$ cat src/rtl/hs_cdc_gray_rptr_ctrl.sv
// Read-side pointer controller for an async FIFO: validates the synchronized Gray
// write pointer, tracks occupancy, grants pops and owns the Gray read pointer.
module hs_cdc_gray_rptr_ctrl #(
  parameter int unsigned ADDR_WIDTH = 4
) (
  input  logic                  clk,
  input  logic                  srst,
  input  logic [ADDR_WIDTH:0]   wptr_gray_sync,
  input  logic                  rd_req,
  output logic                  rd_grant,
  output logic [ADDR_WIDTH-1:0] raddr,
  output logic [ADDR_WIDTH:0]   rptr_gray,
  output logic [ADDR_WIDTH:0]   count,
  output logic                  empty,
  output logic                  gray_err,
  input  logic                  err_clr
);

  localparam int unsigned PW    = ADDR_WIDTH + 1;
  localparam int unsigned DEPTH = 1 << ADDR_WIDTH;

  logic [PW-1:0] wg_q, wg_d;
  logic [PW-1:0] wbin_q, wbin_d;
  logic [PW-1:0] rbin_q, rbin_d;
  logic [PW-1:0] rptr_gray_q, rptr_gray_d;
  logic          gray_err_q, gray_err_d;

  logic [PW-1:0] diff;
  logic          multi_bit;
  logic          one_bit;
  logic          overflow;

  function automatic logic [PW-1:0] gray2bin(input logic [PW-1:0] g);
    logic [PW-1:0] b;
    b[PW-1] = g[PW-1];
    for (int i = int'(PW) - 2; i >= 0; i--) begin
      b[i] = b[i+1] ^ g[i];
    end
    return b;
  endfunction

  // Sample validation, occupancy, pop grant and next-state computation
  always_comb begin
    wg_d        = wg_q;
    wbin_d      = wbin_q;
    rbin_d      = rbin_q;
    rptr_gray_d = rptr_gray_q;
    gray_err_d  = gray_err_q;

    diff      = wptr_gray_sync ^ wg_q;
    multi_bit = |(diff & (diff - PW'(1)));
    one_bit   = (diff != '0) && !multi_bit;

    count    = wbin_q - rbin_q;
    empty    = (count == '0);
    overflow = (count > PW'(DEPTH));
    rd_grant = rd_req & ~empty;

    if (one_bit) begin
      wg_d   = wptr_gray_sync;
      wbin_d = gray2bin(wptr_gray_sync);
    end

    if (rd_grant) begin
      rbin_d      = rbin_q + PW'(1);
      rptr_gray_d = rbin_d ^ (rbin_d >> 1);
    end

    // A fresh error outranks a same-cycle clear
    if (multi_bit || overflow) begin
      gray_err_d = 1'b1;
    end else if (err_clr) begin
      gray_err_d = 1'b0;
    end
  end

  always_ff @(posedge clk) begin
    if (srst) begin
      wg_q        <= '0;
      wbin_q      <= '0;
      rbin_q      <= '0;
      rptr_gray_q <= '0;
      gray_err_q  <= 1'b0;
    end else begin
      wg_q        <= wg_d;
      wbin_q      <= wbin_d;
      rbin_q      <= rbin_d;
      rptr_gray_q <= rptr_gray_d;
      gray_err_q  <= gray_err_d;
    end
  end

  assign raddr     = rbin_q[ADDR_WIDTH-1:0];
  assign rptr_gray = rptr_gray_q;
  assign gray_err  = gray_err_q;

endmodule
$ cat config.mk
export PLATFORM = sky130hd
export DESIGN_NAME = hs_cdc_gray_rptr_ctrl
export DESIGN_NICKNAME = d
export VERILOG_FILES = /design/src/rtl/hs_cdc_gray_rptr_ctrl.sv
export SDC_FILE = /design/constraint.sdc
export NUM_CORES = 1
export LEC_CHECK = 0
export BUFFER_PORTS_ARGS = -buffer_cell sky130_fd_sc_hd__buf_2
export CORE_ASPECT_RATIO = 0.75
export CORE_MARGIN = 3
export CORE_UTILIZATION = 29
export DETAILED_ROUTE_END_ITERATION = 10
export GPL_TIMING_DRIVEN = 0
export PLACE_DENSITY_LB_ADDON = 0.05
export REMOVE_ABC_BUFFERS = 1
export SLEW_MARGIN = 40
export SYNTH_ARGS = -nofsm -noshare
export SYNTH_HDL_FRONTEND = slang
export SYNTH_SLANG_ARGS = --single-unit
export TNS_END_PERCENT = 30
$ cat constraint.sdc
create_clock -name clk -period 2.5 [get_ports clk]
set_input_delay 0.25 -clock clk [delete_from_list [all_inputs] [get_ports clk]]
set_output_delay 0.25 -clock clk [all_outputs]
set_load 0.01 [all_outputs]
; After elaboration in Yosys (flattened, before gate mapping)
; Index checks and enable logic that the tools add are counted.
[classes]
addsub = 3
n_lt_le_gt_ge = 1
n_mux = 2
bitwise_logic = 9
n_reduce_logical = 7
[ops]
columns = operator, n
row1 = $add 5x1->5 const B, 1
row2 = $and 5x5->5, 1
row3 = $gt 5x5->1 const B, 1
row4 = $logic_not 5->1, 1
row5 = $reduce_bool 5->1, 1
row6 = $reduce_or 5->1, 1
row7 = $sub 5x1->5 const B, 1
row8 = $sub 5x5->5, 1
row9 = $xor 5x4->5, 1
row10 = $xor 5x5->5, 1
row11 = $xor 1x1->1, 4
row12 = $mux 1, 2
row13 = $reduce_bool 2->1, 1
row14 = $and 1x1->1, 1
row15 = $logic_and 1x1->1, 1
row16 = $logic_not 1->1, 1
row17 = $logic_or 1x1->1, 1
row18 = $not 1->1, 1
[word_totals]
reg_bits = 21
input_bits = 9
out_inout_bits = 17
word_cells = 27

; Logic depth before layout (Yosys ltp)
; Gate-level depths: netlist of the first run.
[depth]
word_depth = 6
mapped_depth = 11
depth_no_buf = 10

; Least setup slack after synthesis of the first run
; No wires, ideal clock.
[synth_path]
path_kind = flip-flop to flip-flop
start = register rbin_q[0]
end = register rptr_gray_q[3] (netlist: rptr_gray[3])
setup_time_ps = 86
t_arrival_ps = 2322
required_ps = 2414
setup_slack_ps = 92
path_stages_with_launch = 11
n_path_buf = 1
cell_sequence = dfxtp_1 > ha_1 > inv_1 > fa_1 > nand3b_1 > a211o_1 > a2bb2o_4 > inv_2 > buf_6 > nor2_1 > a211oi_1
[synth_between]
elab_chain_cells = 4
[synth_rtl]
columns = element, line_no
row1 = "start, declared", 24  ; logic [PW-1:0] rbin_q, rbin_d;
row2 = "start signal, assigned", 87  ; rbin_q <= rbin_d;
row3 = $sub 5x5->5, 54  ; count = wbin_q - rbin_q;
row4 = net count[1], 13  ; output logic [ADDR_WIDTH:0] count,
row5 = $logic_not 5->1, 55  ; empty = (count == '0);
row6 = net empty, 14  ; output logic empty,
row7 = $not 1->1, 57  ; rd_grant = rd_req & ~empty;
row8 = $and 1x1->1, 57
row9 = net rd_grant, 10  ; output logic rd_grant,
row10 = "end signal, assigned", 88  ; rptr_gray_q <= rptr_gray_d;
row11 = "end, declared", 25  ; logic [PW-1:0] rptr_gray_q, rptr_gray_d;
; The timed path passes the listed nets, and every way through them passes these cells.
; A chain may end at the register's enable or synchronous reset.

; Worst setup path in the final report of the first run
[layout_path]
start = register rbin_q[0]
end = output port rd_grant
[layout_between]
elab_chain_cells = 4
[layout_rtl]
columns = element, line_no
row1 = $sub 5x5->5, 54
row2 = $logic_not 5->1, 55
row3 = $not 1->1, 57
row4 = $and 1x1->1, 57
row5 = "end, declared", 10
; Every way passes these cells.

==> results of run 1 <==
[per-stage QoR]
| step | hold slack (ps) | power [mW] | cell area, um2 |
|---|---|---|---|
| finish | 286 | 1.42 | 1580 |
| global placement | 456 | 1.06 | 1440 |
| CTS | 280 | 1.43 | 1560 |
| floorplan | 315 | 0.861 | 1250 |
| detailed placement | 466 | 1.07 | 1440 |
| global route | 286 | 1.52 | 1580 |
[registers in the layout, summed over array words and instances, names as in the netlist]
name	count
rbin_q	5
wbin_q	4
wg_q	5
rptr_gray	4
gray_err	1
[final cells by class]
| cell class | instances | area (um2) |
|---|---|---|
| Fill cell | 459 | 2570 |
| Multi-Input combinational cell | 117 | 851 |
| Sequential cell | 19 | 392 |
| Timing Repair Buffer | 31 | 176 |
| Tap cell | 55 | 68.8 |
| Inverter | 10 | 42.5 |
| Clock buffer | 3 | 41.3 |
| Clock inverter | 1 | 7.51 |
[what timing repair did]
item,in CTS,in global routing
resized for setup,13,4
pin swaps,4,8
setup endpoints to repair,4,7
cloned,0,0
buffers inserted,5,1
[kinds of logic after synthesis]
group | after synthesis | share of synthesized area [%]
AO/OA/AOI/OAI | 45 | 24.1
XOR/XNOR | 20 | 14.7
adder cells (fa/ha/maj) | 6 | 6.45
buffers and inverters | 17 | 5.66
flip-flops | 19 | 29.7
multiplexers | 1 | 0.781
AND/OR/NAND/NOR | 45 | 18.6
[cells in the mapped netlist (2+ instances only)]
cell | instances | area (um2)
a211o_1 | 2 | 17.5
a211oi_2 | 2 | 25.0
a21oi_1 | 15 | 75.1
clkbuf_1 | 4 | 15.0
dfxtp_1 | 19 | 380
ha_1 | 5 | 62.6
inv_1 | 9 | 33.8
nand2_1 | 10 | 37.5
nand3_1 | 10 | 50.1
nand3b_1 | 2 | 15.0
nand4_1 | 4 | 25.0
nor2_1 | 6 | 22.5
nor2b_1 | 2 | 12.5
nor3_1 | 3 | 15.0
o2111ai_1 | 2 | 17.5
o211ai_1 | 2 | 15.0
o21ai_0 | 14 | 70.1
o31ai_1 | 2 | 15.0
or3_1 | 3 | 18.8
xnor2_1 | 12 | 105
xor2_1 | 7 | 61.3
[worst reg2reg max path: cells and delay by family (launching register included)]
kind | cells | cell delay [ps]
AO/OA/AOI/OAI | 4 | 780
flip-flops | 1 | 430
buffers and inverters | 4 | 410
adder cells (fa/ha/maj) | 1 | 350
AND/OR/NAND/NOR | 1 | 340
[worst paths after layout]
| kind | startpoint | to |
|---|---|---|
| setup reg to reg | rbin_q[2]$_SDFFE_PP0P_ | rbin_q[3]$_SDFFE_PP0P_ |
| hold reg to reg | rptr_gray[0]$_SDFFE_PP0P_ | rptr_gray[0]$_SDFFE_PP0P_ |
| hold / removal | wptr_gray_sync[1] | wg_q[1]$_SDFFE_PP0P_ |
| setup / recovery | rbin_q[0]$_SDFFE_PP0P_ | rd_grant |
[power by group through the flow]
stage	logic [mW]	clock network [mW]	registers (mW)
after floorplan	0.456	0	0.404
after global placement	0.663	0	0.398
after detailed placement	0.673	0	0.400
after CTS	0.794	0.239	0.393
after global routing	0.871	0.252	0.402
final	0.791	0.231	0.395
[layer usage]
layer  vias to the layer above  wire, um  track usage [%]
li1                        612         -                -
met1                       537      1900             21.6
met2                        22      1320             18.1
met3                         2       144             3.86
met4                         0        18             1.84
met5                         -         0                0
==> summary.md, run 1 <==
| Metric | Value |
|---|---|
| Bufs and invs on worst path | 3 |
| F_max | 410 MHz |
| Drt pass-1 iters | 4 |
| Pre-CTS setup slack | -95.3 ps |
| Primary FF master, synth | dfxtp_1 |
| Async SR Flop Fraction | 0% |
| Final Hold Fails | 0 |
| Setup TNS | 0 ps |
| CTS Buffer Depth | 2 |
| Initial antenna violation count | 0 |
| Cell family with most CP delay | adder cells |
| Worst EP required | 2250 ps |
| DR vias/cell | 4.97 |
| Total grt overflow | 0 |
| Worst clock skew | 7.43 ps |
| Pin slew with the least headroom to its limit | 584 ps |
| Final worst slack | 58.3 ps |
| Sequential Power Share | 27.9% |
| Starting Density | 30.8% |
| CTS hold repair buffers | 0 |
| Worst Path Max Fanout | 4 |
| ANT cells | 0 |
| Placed insts | 226 |
| Most common cell after layout, fill and taps aside | buf_2 |
| Hold/Removal Path Class | in -> reg |
| Vias in the first global route | 1098 |
| Post-synth EDFFs | 0 |
| Post-DP HPWL | 2440 um |
| Layout Nets | 197 |
| Largest net degree at the start of global routing | 20 |
| DIE AREA | 0.00526 mm2 |
| Crit path time final | 2440 ps |
| Final setup violation count | 0 |
| Slowest cell on the critical path | fa_2 |
| Critical setup path kind | reg -> out |
| Synth Area per Inst | 8.37 um2 |
| Worst-path cell chain | ha_4 -> inv_2 -> fa_2 -> nand3b_1 -> a211o_1 -> a2bb2o_4 -> inv_6 -> nor2_4 -> buf_6 |
| Final Max Slew Viols | 0 |
| Hold depth | 3 |
| Sw Pwr | 0.588 mW |
| #FFs+latches synth | 19 |
| First-pass GRT wire length | 5500 um |
| Critical Path Stages | 9 |
| Layout Utilization | 38.0% |
| IO buf count | 25 |
| Startpoint types | flop |
| Drt first-iter violations | 51 |
| Cells after Synth | 153 |
| Worst-skew pair later-pin latency | 260 ps |
| Pint | 0.828 mW |
| Mapped cell area | 0.00128 mm2 |
| Antenna viol nets, final | 0 |
| Area Overhead vs Synth | 23.2% |
| Final Non-Filler Cells | 236 |
| Residual DRC | 0 |
| Core ar. | 0.00415 mm2 |
| Yosys warnings | 0 |
| VDD IR-drop max | 0.000307 V |
| PD cells | 897 mW/mm2 |
| Layout cell share with drive strength beyond 1 | 28.2% |
| Critical path endpoint category | output port |
| Relative slew slack | 60.8% |
| # rows | 20 |
| CTS root buf | clkbuf_8 |
| CTS tree | done |
| Htree depth | 1 |
| Fin crit share | 97.7% |
| Post-Route WL | 3380 um |
| Net switching fraction of the power | 41.5% |
| CP arrival | 2190 ps |
| FF-to-FF setup slack | 120 ps |
| Ports | 26 |
| Outcome | finished, final reports clean |
| Register area share after synthesis | 29.7% |
| GPL Wtd Cong | 0.810 |
| Clock share of power | 16.3% |
| Comb power frac | 55.8% |
| Die X | 82.8 um |
| CTS clock-pin slew for the worst setup and hold paths | 90 ps |
| R2R depth | 10 |
| TritonCTS buffer count | 3 |
| Die Ht | 63.6 um |
| GRT Util Overall | 13.6% |
| Most frequent cells in the layout | buf_2 (24), a21oi_1 (15), o21ai_0 (14), dfxtp_1 (14), xnor2_1 (12) |
| Netlist cell types | 39 |
| RSZ-0062 raised after global routing | yes |
| Sink Count | 19 |
| Leakage power | 0.623 nW |
| Max cap viols | 0 |
| Wire per inst | 14.3 um |
| Routed via count | 1173 |
| Highest cell delay on the worst timing path | 430 ps |
(Power assumes the default switching activity.)
==> inputs of run 2 (changes only) <==
- ABC_CLOCK_PERIOD_IN_PS: default -> 2500
- CELL_PAD_IN_SITES_DETAIL_PLACEMENT: default -> 1
- CELL_PAD_IN_SITES_GLOBAL_PLACEMENT: default -> 2
- CORE_UTILIZATION: 29 -> 31
==> run 2 against run 1 <==
  * Via count rose by 1.1%
  * Critical endpoint unchanged
  * Largest power group unchanged
  * Sequential power about the same
  * Cell count decreased by 1.7%
  * Non-clock buffer count down 1
  * Wire length up 5.2%
  * Count of clock-buffer cells in the layout unchanged
  * Sequential cell count stayed put
  * Utilization is 3.2 points higher
  * Combinational power grew 2%
==> summary.md, run 2 (synthesis gave the netlist of run 1 again) <==
| Metric | Value |
|---|---|
| Met3 routed WL | 122 um (-15%) |
| Post-DP HPWL | 2680 um (+9.9%) |
| ANT cells | 0 (unchanged) |
| CTS clock-pin slew for the worst setup and hold paths | 70 ps (-20 ps) |
| Setup TNS | 0 ps (unchanged) |
| Final Hold Fails | 0 (unchanged) |
| IO buf count | 25 (unchanged) |
| Routed wl met2 | 1500 um (+14%) |
| Routed via count | 1186 (+1.1%) |
| Final Max Slew Viols | 0 (unchanged) |
| Top sig layer | met4 |
| Layout cell share with drive strength beyond 1 | 28.3% (+0.16 points) |
| Area after DPL | 0.00144 mm2 (-0.26%) |
| Worst clock skew | 1.42 ps (-6.01 ps) |
| First-pass GRT wire length | 5910 um (+7.5%) |
| Highest cell delay on the worst timing path | 450 ps (+20 ps) |
| CP dominant cell by count | inv_2 |
| Post-route cell area | 0.00157 mm2 (-0.71%) |
| Most common cell after layout, fill and taps aside | buf_2 |
| F_max | 410 MHz (+0.12%) |
| Die Ht | 61.7 um (-3.0%) |
| Post-Route WL | 3560 um (+5.2%) |
| CTS Buffer Depth | 2 (unchanged) |
| Worst-skew pair later-pin latency | 260 ps (about the same) |
| Startpoint types | flop |
| Die X | 80.2 um (-3.0%) |
| PD cells | 906 mW/mm2 (+0.94%) |
| Residual DRC | 0 (unchanged) |
| Wl on met1 | 1920 um (+0.74%) |
| # rows | 19 (-5.0%) |
| Cell family with most CP delay | adder cells |
| Biggest regs | rbin_q (5), wg_q (5) |
| GPL Wtd Cong | 0.728 (-10%) |
| Relative slew slack | 62.9% (+2.1 points) |
| Largest net degree at the start of global routing | 20 (unchanged) |
| Leakage power | 0.624 nW (+0.14%) |
| DR vias/cell | 5.11 (+2.9%) |
| Core ar. | 0.00380 mm2 (-8.4%) |
| Htree depth | 1 (unchanged) |
| Ports | 26 (unchanged) |
| Outcome | finished, final reports clean |
| Wire per inst | 15.3 um (+7.0%) |
| Final worst slack | 61.2 ps (+2.95 ps) |
| Most frequent cells in the layout | buf_2 (24), a21oi_1 (15), o21ai_0 (14), dfxtp_1 (14), xnor2_1 (12) |
| RSZ-0062 raised after global routing | yes |
| CTS hold repair buffers | 0 (unchanged) |
| Starting Density | 33.7% (+2.8 points) |
| Layout Utilization | 41.2% (+3.2 points) |
| Antenna viol nets, final | 0 (unchanged) |
| Critical path endpoint category | output port |
| DIE AREA | 0.00495 mm2 (-5.9%) |
| Critical setup path kind | reg -> out |
| CTS root buf | clkbuf_8 |
| Max cap viols | 0 (unchanged) |
| Sink Count | 19 (unchanged) |
| Hold/Removal Path Class | in -> reg |
| Drt first-iter violations | 35 (-31%) |
| VDD IR-drop max | 0.000344 V (+12%) |
| Slowest cell on the critical path | fa_2 |
| Worst-path cell chain | inv_2 -> ha_4 -> inv_2 -> fa_2 -> nand3b_1 -> a211o_1 -> a2bb2o_4 -> inv_6 -> nor2_4 -> buf_6 |
| Layout Nets | 196 (-0.51%) |
| Fill cells | 468 (+2.0%) |
| Pin slew with the least headroom to its limit | 553 ps (-31.2 ps) |
| Total grt overflow | 0 (unchanged) |
| Crit path time final | 2440 ps (-2.95 ps) |
| Fin crit share | 97.6% (-0.12 points) |
| Initial antenna violation count | 0 (unchanged) |
| CP arrival | 2190 ps (about the same) |
| Area Overhead vs Synth | 22.4% |
| Drt pass-1 iters | 4 (unchanged) |
| GRT Util Overall | 15.6% (+2.0 points) |
| Bufs and invs on worst path | 4 (+1) |
| Vias in the first global route | 1237 (+13%) |
| CTS tree | done |
| Final setup violation count | 0 (unchanged) |
| TritonCTS buffer count | 3 (unchanged) |
| Worst Path Max Fanout | 5 (+1) |
| Worst EP required | 2250 ps (about the same) |
| Pre-CTS setup slack | -102 ps (-6.75 ps) |
-- run 2: changes by cell type in the layout (fill, tap and decap cells not counted), sizes merged --
cell	before	now
clkinv	0	1
clkinvlp	1	0
buf	31	30
-- run 2: path summary, 6_finish.rpt --
kind | depth (start not counted) | to | from | slack [ps]
worst min-delay path | 3 | wg_q[1]$_SDFFE_PP0P_ | wptr_gray_sync[1] | 290
worst max-delay path | 10 | rd_grant | wbin_q[0]$_SDFFE_PP0P_ | 60
worst max register to register | 9 | rbin_q[2]$_SDFFE_PP0P_ | rbin_q[2]$_SDFFE_PP0P_ | 170
worst min register to register | 2 | rptr_gray[1]$_SDFFE_PP0P_ | rptr_gray[1]$_SDFFE_PP0P_ | 470
-- run 2: power breakdown --
group          leakage [nW]  internal [mW]  total, mW  switching (mW)
sequential            0.158          0.354      0.393          0.0390
clock                0.0255          0.111      0.219           0.108
combinational         0.440          0.367      0.808           0.441
-- run 2: worst reg2reg max path, delay by kind of cell, from the launching register on --
family | cells | cell delay, ps
compound gates | 3 | 620
flops | 1 | 440
buf+inv | 3 | 300
fa+ha+maj | 1 | 360
simple gates | 2 | 550
-- run 2: cell type report --
type | instances | area (um2) | share of cell area, %
clock buffer | 3 | 41.3 | 2.63
clock inverter | 1 | 5.00 | 0.319
inverter | 10 | 42.5 | 2.71
multi-input combinational | 117 | 856 | 54.6
sequential | 19 | 389 | 24.8
tap | 52 | 65.1 | 4.15
timing repair buffer | 30 | 169 | 10.8
-- run 2: timing repair --
| action | in CTS | in global routing |
|---|---|---|
| setup buffers | 5 | 0 |
| pin swaps | 4 | 2 |
| hold endpoints to repair | 0 | 0 |
| gates resized for setup | 14 | 3 |
| endpoints found under the setup margin | 4 | 5 |
-- run 2: stage by stage --
| step | cells | hold slack [ps] | power, mW |
|---|---|---|---|
| final | 232 | 286 | 1.42 |
| after global placement | 223 | 453 | 1.06 |
| after global routing | 232 | 304 | 1.53 |
| after CTS | 232 | 287 | 1.43 |
| after floorplan | 146 | 315 | 0.861 |
| after detailed placement | 223 | 457 | 1.08 |
-- run 2: routing by layer --
layer,track usage (%),vias up
met5,0,-
met4,2.89,0
met3,3.65,4
met2,24.4,16
met1,22.2,564
li1,-,602
==> inputs of run 3 (changes only) <==
- ABC_CLOCK_PERIOD_IN_PS: 2500 -> 3060
- CORE_UTILIZATION: 31 -> 34
- clock period: 2.5 -> 3.06 ns (I/O delays scaled with it)
==> run 3 against run 2 <==
  * Die area down 8.1%
  * Clock power down 17%
  * Power down 25%
  * Sequential share of layout area up 0.94 points
  * Critical path depth down 1
  * Critical path type unchanged
  * Critical endpoint unchanged
==> summary.md, run 3 (synthesis gave the netlist of run 1 again) <==
| Metric | Value |
|---|---|
| Layout Utilization | 43.0% (+1.8 points) |
| Post-DP HPWL | 2670 um (-0.35%) |
| Power, Total | 1.06 mW (-25%) |
| Critical Path End | rd_grant |
| Final setup violation count | 0 (unchanged) |
| F_max | 352 MHz |
| TritonCTS buffer count | 3 (unchanged) |
| Wire per inst | 15.6 um (+1.9%) |
| Worst clock skew | 2.35 ps (+0.925 ps) |
| Worst r2r src | rbin_q[0]$_SDFFE_PP0P_ |
| Core ar. | 0.00345 mm2 (-9.4%) |
| Die X | 76.9 um (-4.2%) |
| Post-Route WL | 3520 um (-1.2%) |
| Starting Density | 37.2% (+3.5 points) |
| Total grt overflow | 0 (unchanged) |
| RSZ-0062 raised after global routing | no |
| Pin slew with the least headroom to its limit | 623 ps (+69.9 ps) |
| Layout Nets | 191 (-2.6%) |
| ANT cells | 0 (unchanged) |
| First-pass GRT wire length | 5780 um (-2.2%) |
| CTS tree | done |
| Multi-input logic area | 828 um2 (-3.2%) |
| Outcome | finished, final reports clean |
| Critical setup path kind | reg -> out |
| Final Hold Fails | 0 (unchanged) |
| Slowest cell on the critical path | dfxtp_2 |
| DIE AREA | 0.00455 mm2 (-8.1%) |
| Most frequent cells in the layout | buf_2 (25), dfxtp_1 (18), a21oi_1 (15) |
| GRT Util Overall | 16.4% (+0.77 points) |
| Hold_ws | 343 ps (+56.7 ps) |
| Final Max Slew Viols | 0 (unchanged) |
| R2R depth | 9 (unchanged) |
| Register area | 382 um2 (-1.9%) |
| RR Endpoint | rbin_q[2]$_SDFFE_PP0P_ |
| Drt pass-1 iters | 4 (unchanged) |
| Vias in the first global route | 1167 (-5.7%) |
| Crit path time final | 2840 ps |
| Critical path endpoint category | output port |
| FF-to-FF setup slack | 630 ps (+460 ps) |
| Setup TNS | 0 ps (unchanged) |
| Leakage power | 0.594 nW (-4.8%) |
| Largest net degree at the start of global routing | 20 (unchanged) |
| Htree depth | 1 (unchanged) |
| Antenna viol nets, final | 0 (unchanged) |
| Max cap viols | 0 (unchanged) |
| Fill cells | 436 (-6.8%) |
| Relative slew slack | 58.2% (-4.7 points) |
| Layout cell share with drive strength beyond 1 | 20.6% (-7.8 points) |
| Ports | 26 (unchanged) |
| Area Overhead vs Synth | 15.6% |
| Post-route cell area | 0.00148 mm2 (-5.5%) |
| Most common cell after layout, fill and taps aside | buf_2 |
| CTS Buffer Depth | 2 (unchanged) |
| Highest cell delay on the worst timing path | 430 ps (-20 ps) |
| Initial antenna violation count | 0 (unchanged) |
| Worst-path cell chain | ha_1 -> inv_1 -> fa_1 -> xor2_1 -> a211o_1 -> a2bb2o_4 -> inv_2 -> nor2_1 -> buf_2 |
| Drt first-iter violations | 54 (+54%) |
| # rows | 18 (-1) |
| CTS clock-pin slew for the worst setup and hold paths | 80 ps (about the same) |
| Startpoint types | flop |
| GPL Wtd Cong | 0.761 (+4.5%) |
| Fin crit share | 92.7% |
| Area after DPL | 0.00143 mm2 (-0.17%) |
| Worst-skew pair later-pin latency | 260 ps (about the same) |
| Routed via count | 1208 (+1.9%) |
| Worst Path Max Fanout | 13 (+8) |
| DR vias/cell | 5.37 (+5.0%) |
| CP arrival | 2530 ps (+340 ps) |
| PD cells | 715 mW/mm2 (-21%) |
| Sink Count | 19 (unchanged) |
| Residual DRC | 0 (unchanged) |
| IO buf count | 25 (unchanged) |
| CTS root buf | clkbuf_8 |
| Worst Setup SP | rbin_q[0]$_SDFFE_PP0P_ |
| Worst EP required | 2750 ps (+500 ps) |
| VDD IR-drop max | 0.000302 V (-12%) |
| Hold/Removal Path Class | in -> reg |
| Die Ht | 59.2 um (-4.1%) |
| Biggest regs | rbin_q (5), wg_q (5) |
==> run 3: report_power, final <==
part / switching (mW) / total [mW] / internal [mW] / leakage, nW
combinational: 0.324 / 0.555 / 0.231 / 0.413
clock: 0.0905 / 0.181 / 0.0907 / 0.0255
sequential: 0.0375 / 0.324 / 0.286 / 0.155
total: 0.452 / 1.06 / 0.608 / 0.594
==> run 3: worst min-delay path by stage <==
stage | cells after the start | to | from | slack [ps]
floorplan | 1 | wbin_q[1]$_SDFFE_PP0P_ | srst | 370
global placement | 2 | rptr_gray[1]$_SDFFE_PP0P_ | rptr_gray[1]$_SDFFE_PP0P_ | 450
detailed placement | 2 | rptr_gray[1]$_SDFFE_PP0P_ | rptr_gray[1]$_SDFFE_PP0P_ | 460
CTS | 3 | wg_q[1]$_SDFFE_PP0P_ | wptr_gray_sync[1] | 330
global route | 3 | wg_q[0]$_SDFFE_PP0P_ | wptr_gray_sync[0] | 350
finish | 3 | wg_q[1]$_SDFFE_PP0P_ | wptr_gray_sync[1] | 340
==> run 3: metrics by stage <==
stage	setup slack, ps	cells
3_5_place_dp	395	221
3_3_place_gp	470	221
2_1_floorplan	632	146
6_report	223	225
5_1_grt	33.0	225
4_1_cts	85.6	225
==> run 3: final cells by class <==
cell class / count / area share (%)
Clock buffer: 3 / 2.79
Clock inverter: 1 / 0.338
Inverter: 10 / 2.53
Multi-Input combinational cell: 117 / 55.9
Sequential cell: 19 / 25.8
Tap cell: 50 / 4.22
Timing Repair Buffer: 25 / 8.45
==> run 3: layer usage <==
metal	share of wire, %	track usage (%)
met3	3.0	3.80
met4	0.54	3.88
met1	53	23.0
met5	0	0
met2	43	25.6
==> run 3: what timing repair did <==
| item | 4_1_cts | 5_1_grt |
|---|---|---|
| setup buffers | 0 | 0 |
| endpoints found under the setup margin | 0 | 2 |
| gates resized for setup | 0 | 1 |
| hold buffers | 0 | 0 |
==> run 3: critical path: cells and delay by family, from the launching register on <==
kind	cells	cell delay (ps)
adders and majority gates	2	590
AOI/OAI and AO/OA	2	580
DFF	1	430
buffers and inverters	3	360
xor gates and xnor gates	1	200
and+or+nand+nor	1	90
